<file path="config.mk">
export PLATFORM = sky130hd
export DESIGN_NAME = instr_sequencer
export DESIGN_NICKNAME = d
export VERILOG_FILES = /design/src/rtl/cop_pkg.sv /design/src/rtl/seq_mem.sv /design/src/rtl/instr_sequencer.sv
export SDC_FILE = /design/constraint.sdc
export NUM_CORES = 1
export LEC_CHECK = 0
export CORE_MARGIN = 5
export CORE_UTILIZATION = 40
export CTS_BUF_LIST = sky130_fd_sc_hd__clkbuf_8
export DETAILED_ROUTE_END_ITERATION = 8
export SLEW_MARGIN = 10
export SYNTH_ARGS = -nofsm -noshare
export SYNTH_HDL_FRONTEND = slang
export SYNTH_SLANG_ARGS = --single-unit
</file>
<file path="constraint.sdc">
create_clock -name clk -period 3.5 [get_ports clk]
set_input_delay 0.525 -clock clk [delete_from_list [all_inputs] [get_ports clk]]
set_output_delay 0.525 -clock clk [all_outputs]
set_load 0.005 [all_outputs]
</file>
<file path="src/rtl/cop_pkg.sv">
// Shared definitions for the matrix coprocessor and its instruction feeder:
// instruction width, opcode field, opcode constants and the sequencer FSM states.
package cop_pkg;

    localparam int IW     = 22;
    localparam int OP_MSB = 3;
    localparam int OP_LSB = 0;

    localparam logic [3:0] OP_LOAD = 4'b0010;
    localparam logic [3:0] OP_SUM  = 4'b0011;

    typedef enum logic [1:0] {
        S_IDLE   = 2'd0,
        S_FETCH  = 2'd1,
        S_ISSUE  = 2'd2,
        S_FINISH = 2'd3
    } seq_state_t;

    function automatic logic [3:0] opcode_of(input logic [IW-1:0] instr);
        return instr[OP_MSB:OP_LSB];
    endfunction

endpackage

</file>
<file path="src/rtl/seq_mem.sv">
// Program buffer: simple dual-port RAM, one write port, one registered read port.
// Only the read register is reset; the array contents survive reset.
module seq_mem #(
    parameter int DEPTH = 16,
    parameter int AW    = 4,
    parameter int DW    = 22
) (
    input  logic          i_clk,
    input  logic          i_rst,
    input  logic          i_we,
    input  logic [AW-1:0] i_waddr,
    input  logic [DW-1:0] i_wdata,
    input  logic          i_re,
    input  logic [AW-1:0] i_raddr,
    output logic [DW-1:0] o_rdata
);

    logic [DW-1:0] r_mem [DEPTH];

    always_ff @(posedge i_clk) begin
        if (i_we) begin
            r_mem[i_waddr] <= i_wdata;
        end
    end

    // The read register only loads on i_re, so the last word read is held between fetches.
    always_ff @(posedge i_clk or posedge i_rst) begin
        if (i_rst) begin
            o_rdata <= '0;
        end else if (i_re) begin
            o_rdata <= r_mem[i_raddr];
        end
    end

endmodule

</file>
<file path="src/rtl/instr_sequencer.sv">
// Replays a host-loaded program of coprocessor instructions over a valid/ready
// handshake, free-running or one instruction per step pulse, with optional looping.
module instr_sequencer #(
    parameter int DEPTH = 16,
    parameter int AW    = 4,
    parameter int IW    = 22
) (
    input  logic          clk,
    input  logic          reset,
    input  logic          wr_en,
    input  logic [AW-1:0] wr_addr,
    input  logic [IW-1:0] wr_data,
    input  logic [AW:0]   prog_len,
    input  logic          start,
    input  logic          stop,
    input  logic          step_mode,
    input  logic          step,
    input  logic          loop,
    input  logic          cop_ready,
    output logic [IW-1:0] instr_out,
    output logic          instr_valid,
    output logic [AW-1:0] pc,
    output logic          busy,
    output logic          done,
    output logic [1:0]    dbg_state
);
    import cop_pkg::*;

    localparam logic [AW:0] LEN_MAX = (AW+1)'(DEPTH);

    // Handshake: an instruction transfers on a cycle where instr_valid && cop_ready;
    // once raised, instr_valid and instr_out hold until that transfer (or stop/reset).
    seq_state_t    r_state, w_next_state;
    logic [AW-1:0] r_pc, w_pc_next;
    logic [AW:0]   r_len, w_len_next, w_len_clamp;
    logic          r_step_pend, w_step_pend_next;
    logic          r_valid, w_valid_next;
    logic          r_busy, r_done;
    logic          w_accept, w_last, w_fetch, w_mem_we, w_step_ok;
    logic [IW-1:0] w_rdata;

    assign w_len_clamp = (prog_len > LEN_MAX) ? LEN_MAX : prog_len;
    assign w_accept    = (r_state == S_ISSUE) && r_valid && cop_ready;
    assign w_last      = ({1'b0, r_pc} == (r_len - (AW+1)'(1)));
    assign w_fetch     = (r_state == S_FETCH);
    assign w_mem_we    = wr_en && (r_state == S_IDLE);
    assign w_step_ok   = !step_mode || r_step_pend || step;

    seq_mem #(
        .DEPTH (DEPTH),
        .AW    (AW),
        .DW    (IW)
    ) u_mem (
        .i_clk   (clk),
        .i_rst   (reset),
        .i_we    (w_mem_we),
        .i_waddr (wr_addr),
        .i_wdata (wr_data),
        .i_re    (w_fetch),
        .i_raddr (r_pc),
        .o_rdata (w_rdata)
    );

    always_comb begin
        w_next_state = r_state;
        w_pc_next    = r_pc;
        w_len_next   = r_len;
        w_valid_next = 1'b0;
        case (r_state)
            S_IDLE: begin
                if (start) begin
                    w_len_next   = w_len_clamp;
                    w_pc_next    = '0;
                    w_next_state = (w_len_clamp == '0) ? S_FINISH : S_FETCH;
                end
            end
            S_FETCH: begin
                w_next_state = S_ISSUE;
                w_valid_next = w_step_ok;
            end
            S_ISSUE: begin
                if (w_accept) begin
                    if (w_last) begin
                        if (loop) begin
                            w_pc_next    = '0;
                            w_next_state = S_FETCH;
                        end else begin
                            w_next_state = S_FINISH;
                        end
                    end else begin
                        w_pc_next    = r_pc + AW'(1);
                        w_next_state = S_FETCH;
                    end
                end else begin
                    w_valid_next = r_valid || w_step_ok;
                end
            end
            S_FINISH: w_next_state = S_IDLE;
            default:  w_next_state = S_IDLE;
        endcase
        // Abort keeps pc for inspection and overrides any start in the same cycle.
        if (stop) begin
            w_next_state = S_IDLE;
            w_pc_next    = r_pc;
            w_len_next   = r_len;
            w_valid_next = 1'b0;
        end
    end

    always_comb begin
        w_step_pend_next = r_step_pend;
        if (r_state == S_IDLE || w_next_state == S_IDLE || w_accept) begin
            w_step_pend_next = 1'b0;
        end else if (step) begin
            w_step_pend_next = 1'b1;
        end
    end

    always_ff @(posedge clk or posedge reset) begin
        if (reset) begin
            r_state     <= S_IDLE;
            r_pc        <= '0;
            r_len       <= '0;
            r_step_pend <= 1'b0;
            r_valid     <= 1'b0;
            r_busy      <= 1'b0;
            r_done      <= 1'b0;
        end else begin
            r_state     <= w_next_state;
            r_pc        <= w_pc_next;
            r_len       <= w_len_next;
            r_step_pend <= w_step_pend_next;
            r_valid     <= w_valid_next;
            r_busy      <= (w_next_state != S_IDLE);
            r_done      <= (w_next_state == S_FINISH);
        end
    end

    assign instr_out   = w_rdata;
    assign instr_valid = r_valid;
    assign pc          = r_pc;
    assign busy        = r_busy;
    assign done        = r_done;
    assign dbg_state   = r_state;

endmodule

</file>
## Yosys cells after proc, flatten, opt, wreduce, memory -nomap -nowiden

Memory sizes are Yosys's and may differ from the RTL's. A register that Yosys moved wholly into a read port is not among the register bits.
Cells that the tools add are included.

- Word-level logic and storage cells: 57
- Output and inout port bits: 31
- Bits in writable memories: 352
- Memories kept: 1
- Register bits: 15
- Bits of input ports: 40

Memory list:

| memory | words | width | rd ports | clocked after memory_dff | write ports | RTL line | source |
|---|---|---|---|---|---|---|---|
| u_mem.r_mem | 16 | 22 | 1 | 1 | 1 | seq_mem.sv:18 | `logic [DW-1:0] r_mem [DEPTH];` |

- Bitwise operators: 1
- Add/sub/neg operators: 2
- Equality and inequality tests: 8
- $lt $le $gt $ge: 1
- Reduce and logical (&&, ||, !) cells: 17
- Multiplexer cells: 20

Operators with widths:

| operator | count |
|---|---|
| 4-bit 2-to-1 mux | 4 |
| 2-bit 2-to-1 mux | 6 |
| 2-bit case mux with 4 select lines | 1 |
| 4-bit case mux with 2 select lines | 1 |
| 2-bit equality test (second input constant) | 3 |
| 1-bit 2-to-1 mux | 6 |
| 2-bit nonzero test | 3 |
| 4-bit by 5-bit equality test with 1-bit output | 1 |
| 5-bit greater-than comparator (second input constant) | 1 |
| 5-bit zero test | 1 |
| 1-bit logical OR | 5 |
| 5-bit 2-to-1 mux | 1 |
| 5-bit AND reduction | 1 |
| 5-bit by 1-bit subtractor with 5-bit output (second input constant) | 1 |
| 4-bit by 1-bit adder with 4-bit output (second input constant) | 1 |
| 2-bit zero test | 2 |
| 2-bit != test (second input constant) | 2 |
| 1-bit logical AND | 3 |
| 3-bit != test (second input constant) | 1 |
| 3-bit AND reduction | 1 |
| 2-bit by 1-bit equality test with 1-bit output (second input constant) | 1 |
| 1-bit case mux with 2 select lines | 1 |
| 1-bit zero test | 1 |
| 1-bit NOT | 1 |

## Depth between registers and ports, before layout

- Word-level depth: 11
- Depth in mapped cells: 8
- Mapped depth without buffers: 7

## Cells and area by module

A second synthesis with hierarchy kept.

- Cell total of the unflattened synthesis: 704
- Area total of the unflattened synthesis: 15,312.2 um^2

By module, submodules not included:

| module | instances | seq. area each (um^2) | area an instance (um^2) | cells an instance |
|---|---|---|---|---|
| seq_mem | 1 | 11,120.7 | 14,416.3 | 610 |
| instr_sequencer | 1 | 375.4 | 895.9 | 94 |

## Worst setup path after synthesis

OpenSTA, ideal clock, no wires.

- Path kind: flip-flop to flip-flop
- From: reg r_state[0], in the netlist dbg_state[0]
- To: mem u_mem.r_mem[0][0] (enable)
- Required time: 3,071 ps
- Setup slack: 183 ps
- Period minus slack after synthesis: 3,317 ps
- Arrival: 2,888 ps
- Buffers on the path: 1
- Cell stages (with the launch flop): 7
- Library setup time: 429 ps
- Path through: dfrtp_1 inv_1 ha_1 clkbuf_1 nand2_1 or3_1 nor3_1

- Longest elaborated chain between the ends: 4

RTL lines:

| element | RTL line | source |
|---|---|---|
| start: declaration | instr_sequencer.sv:33 | `seq_state_t r_state, w_next_state;` |
| start signal: assignment | instr_sequencer.sv:129 | `r_state <= w_next_state;` |
| 2-bit zero test | instr_sequencer.sv:46 | `assign w_mem_we = wr_en && (r_state == S_IDLE);` |
| 1-bit logical AND | instr_sequencer.sv:46 |  |
| 1-bit 2-to-1 mux | seq_mem.sv:21 | `if (i_we) begin` |
| 1-bit 2-to-1 mux (not written as such) | seq_mem.sv:22 | `r_mem[i_waddr] <= i_wdata;` |
| end: declaration | seq_mem.sv:18 |  |

Every way passes these cells.

## Worst setup path in the final report

- From: reg r_pc[0], in the netlist pc[0]
- To: out pc[0]

RTL lines:

| element | RTL line | source |
|---|---|---|
| start: declaration | instr_sequencer.sv:34 | `logic [AW-1:0] r_pc, w_pc_next;` |
| start signal: assignment | instr_sequencer.sv:130 | `r_pc <= w_pc_next;` |
| end: declaration | instr_sequencer.sv:22 | `output logic [AW-1:0] pc,` |

No word-level cell between the ends.

==> impl_summary.txt <==
----------------------------------------------------
[Clocking]
  Clock Path Buffers ... 3
  Number of gates given a new drive strength after cts ... 0
  Clk root buf ... sky130_fd_sc_hd__clkbuf_8
  Post-CTS setup buffer count ... 0
  Inserted Clock Buffers ... 60
  Count of hold-fix buffers inserted at cts ... 0
  Clock-pin slew of the registers on the worst-case setup and hold paths ... 0.06 ns
  Htree depth ... 2
  Clk sinks ... 389
  TritonCTS clock tree ... built
  Clock Latency Late Sink ... 0.61 ns

[Logic synthesis]
  Dominant register cell in the synthesized netlist ... sky130_fd_sc_hd__edfxtp_1
  Sequential element share of the synthesized area ... 76.60%
  Post-synth ARST share ... 9.512%
  Instance count of the mapped netlist ... 654
  Number of warning messages in the yosys log ... 0
  Count of unique library cells instantiated by Yosys ... slightly above 40
  Register bit total from synthesis ... 389
  Number of enable-type register cells in the synthesized netlist ... 352
  Synthesized area per cell ... 22.95 um2
  Post-synth design cell area ... 15,010 um2
  Post-synth net total ... between 600 and 700

[Placement]
  Count of input and output buffers ... 70
  Half-perimeter wire length after detailed placement ... around 19 mm
  Final weighted congestion of routability-driven global placement ... 0.7698

[Timing]
  Fmax ... 0.3564 GHz
  Max-slew headroom ... approximately 34%
  Share of the clock period used by the worst path after layout ... 80.16%
  Minimum period implied by the final worst setup slack ... 2.806 ns
  Final slew viol count ... 0
  Setup repair after global routing missed its margin ... no
  Number of endpoints failing setup at the final stage ... 0
  Maximum clock skew at final layout ... between 0.02 and 0.025 ns
  Worst slew pin tran ... 0.9871 ns
  Final-layout setup total negative slack ... 0 ns
  Final Hold Vio Count ... 0

[Worst setup path]
  Largest fanout on the critical path ... 30
  Worst stage delay on the critical path ... 0.85 ns
  Kind of capture point of the worst setup path ... output pin
  Count of buffering cells on the critical path with inverters included ... 2
  Kind of cell with the highest combined delay on the critical path ... flip-flops
  Crit path max-delay cell type ... sky130_fd_sc_hd__dfrtp_4
  Category of the critical setup timing path ... reg -> out
  Cell-by-cell listing of the critical path ... buf_4 > clkdlybuf4s50_1
  Required time at the worst-slack endpoint ... 2.97 ns
  Worst path arrival time ... ~2.3 ns
  Critical Path Start Type ... flip-flop

[Layout]
  Number of antenna diodes ... 0
  Area delta synth->final ... 17.95%
  Share of cells above drive strength 1 ... 33.17%
  Layout Nets ... 835

[Route]
  Remaining DRCs ... 0
  Final routed wirelength across all metal layers ... 32.57 mm
  Violation count after the first detailed-route iteration ... around 500
  Number of detailed-routing iterations run before antenna repair ... 5
  Via-per-instance ratio ... 5.409
  Antenna-violating nets left ... 0
  Overall via count from detail_route ... slightly above 7,000
  Wirelength per Cell ... between 20 and 25 um

[Global route]
  Via count of the first global-routing pass ... 7,760
  Antenna violations before repair ... 1
  Total congestion overflow ... 0
  Largest net degree at the start of global routing ... between 50 and 60
  Combined global-route utilization of all metal layers ... 15.92%
  Wire length of the first global-routing pass ... 49.13 mm

[Floorplanning]
  Die Span Y ... 203.7 um
  # IOs ... between 70 and 80
  Die ar. ... about 41,000 um2
  Width of the chip ... 203.7 um
  Core footprint ... 37,310 um2
  Site Rows ... 71
  Starting density of the core ... 40.22%

[Power and ir drop]
  Final Total Pwr ... 11.40 mW
  Static leakage ... 5.686 nW
  Worst VDD drop ... 0.2760 mV
  Power density over the cells ... 643.7 nW/um2

[Run status]
  Result of the run ... finished, final reports clean

[Job]
  Max Cap Viol ... 0

[Worst hold path]
  Min-delay worst type ... in -> async

----------------------------------------------------
-- power breakdown --
group	leakage, nW	internal (mW)	switching [mW]
Sequential	3.63	5.35	0.289
Clock	0.683	1.95	1.70
Combinational	1.37	1.25	0.849
-- per-stage QoR --
step / instances / utilization, % / worst slack [ns] / area, um2 / hold slack [ns]
global route: 1315 / 47.44 / 0.5143 / 17700 / 0.3979
finish: 1315 / 47.44 / 0.6943 / 17700 / 0.3741
floorplan: 654 / - / 0.1832 / 15010 / 0.4726
CTS: 1315 / 47.44 / 0.5994 / 17700 / 0.3620
global placement: 1202 / 44.24 / 0.8887 / 16500 / 0.4971
detailed placement: 1202 / 44.24 / 0.8835 / 16500 / 0.4992
-- flip-flops by register name, indices dropped and copies added, names as in the netlist --
signal and count:
busy 1, dbg_state 2, done 1, instr_valid 1, pc 4, r_len 5, r_step_pend 1, u_mem.o_rdata 22
u_mem.r_mem 352
-- logic make-up after synthesis --
group	share of synthesized area [%]
AOI/OAI and AO/OA	0.9171
xor gates and xnor gates	0.2918
adders and majority gates	0.4168
buffers and inverters	1.342
DFF	76.60
muxes	18.37
and+or+nand+nor	2.068
-- area by class of cell --
type | count | area [um2]
tap | 474 | 593.1
timing repair buffer | 105 | 1013
clock buffer | 69 | 949.7
sequential | 389 | 11500
inverter | 9 | 33.78
fill | 3055 | 19610
clock inverter | 44 | 247.7
multi-input combinational | 225 | 3361
-- routing by layer --
metal / GRT usage, % / wire (um)
met4: 4.216 / 555
met3: 3.132 / 1526
met1: 20.34 / 13280
met5: 0 / 7
met2: 28.04 / 17190
-- path summary, 6_finish.rpt --
kind,start,to,slack (ns),cells after the start
worst min register to register,u_mem.o_rdata[12],u_mem.o_rdata[12],0.51,1
min in group clk,u_mem.o_rdata[12],u_mem.o_rdata[12],0.51,1
max in group asynchronous,reset,u_mem.o_rdata[21],2.41,3
worst min-delay path,reset,u_mem.o_rdata[9],0.37,2
worst max-delay path,pc[0],pc[0],0.69,2
worst max register to register,pc[2],u_mem.o_rdata[20],0.88,4
-- layout by cell type, fill, tap and decap left out, types with 5 or more instances in the layout --
cell and count:
sky130_fd_sc_hd__clkinv_1 10, sky130_fd_sc_hd__edfxtp_1 352, sky130_fd_sc_hd__mux2_2 23, sky130_fd_sc_hd__buf_4 31, sky130_fd_sc_hd__ha_1 5, sky130_fd_sc_hd__nor2_1 8, sky130_fd_sc_hd__mux4_2 110, sky130_fd_sc_hd__nand2_1 9
sky130_fd_sc_hd__clkbuf_8 69, sky130_fd_sc_hd__nor2_2 12, sky130_fd_sc_hd__dfrtp_1 35, sky130_fd_sc_hd__nand2b_1 6, sky130_fd_sc_hd__clkinv_2 14, sky130_fd_sc_hd__inv_1 23, sky130_fd_sc_hd__clkdlybuf4s50_1 70
-- cell usage after synthesis, types with 4 or more instances --
library cell	n	area share, %
sky130_fd_sc_hd__xnor2_1	4	0.23
sky130_fd_sc_hd__edfxtp_1	352	70
sky130_fd_sc_hd__mux4_2	110	17
sky130_fd_sc_hd__nor3_1	6	0.20
sky130_fd_sc_hd__nor2_1	20	0.50
sky130_fd_sc_hd__mux2_2	23	1.7
sky130_fd_sc_hd__inv_1	8	0.20
sky130_fd_sc_hd__buf_2	8	0.27
sky130_fd_sc_hd__dfrtp_1	37	6.2
sky130_fd_sc_hd__nand2b_1	6	0.25
sky130_fd_sc_hd__clkbuf_1	10	0.25
sky130_fd_sc_hd__o21ai_0	4	0.13
sky130_fd_sc_hd__nand3_1	4	0.13
sky130_fd_sc_hd__nand2_1	9	0.23
sky130_fd_sc_hd__buf_4	9	0.45
sky130_fd_sc_hd__ha_1	5	0.42
Note: power is estimated with default switching activity, not from simulation.
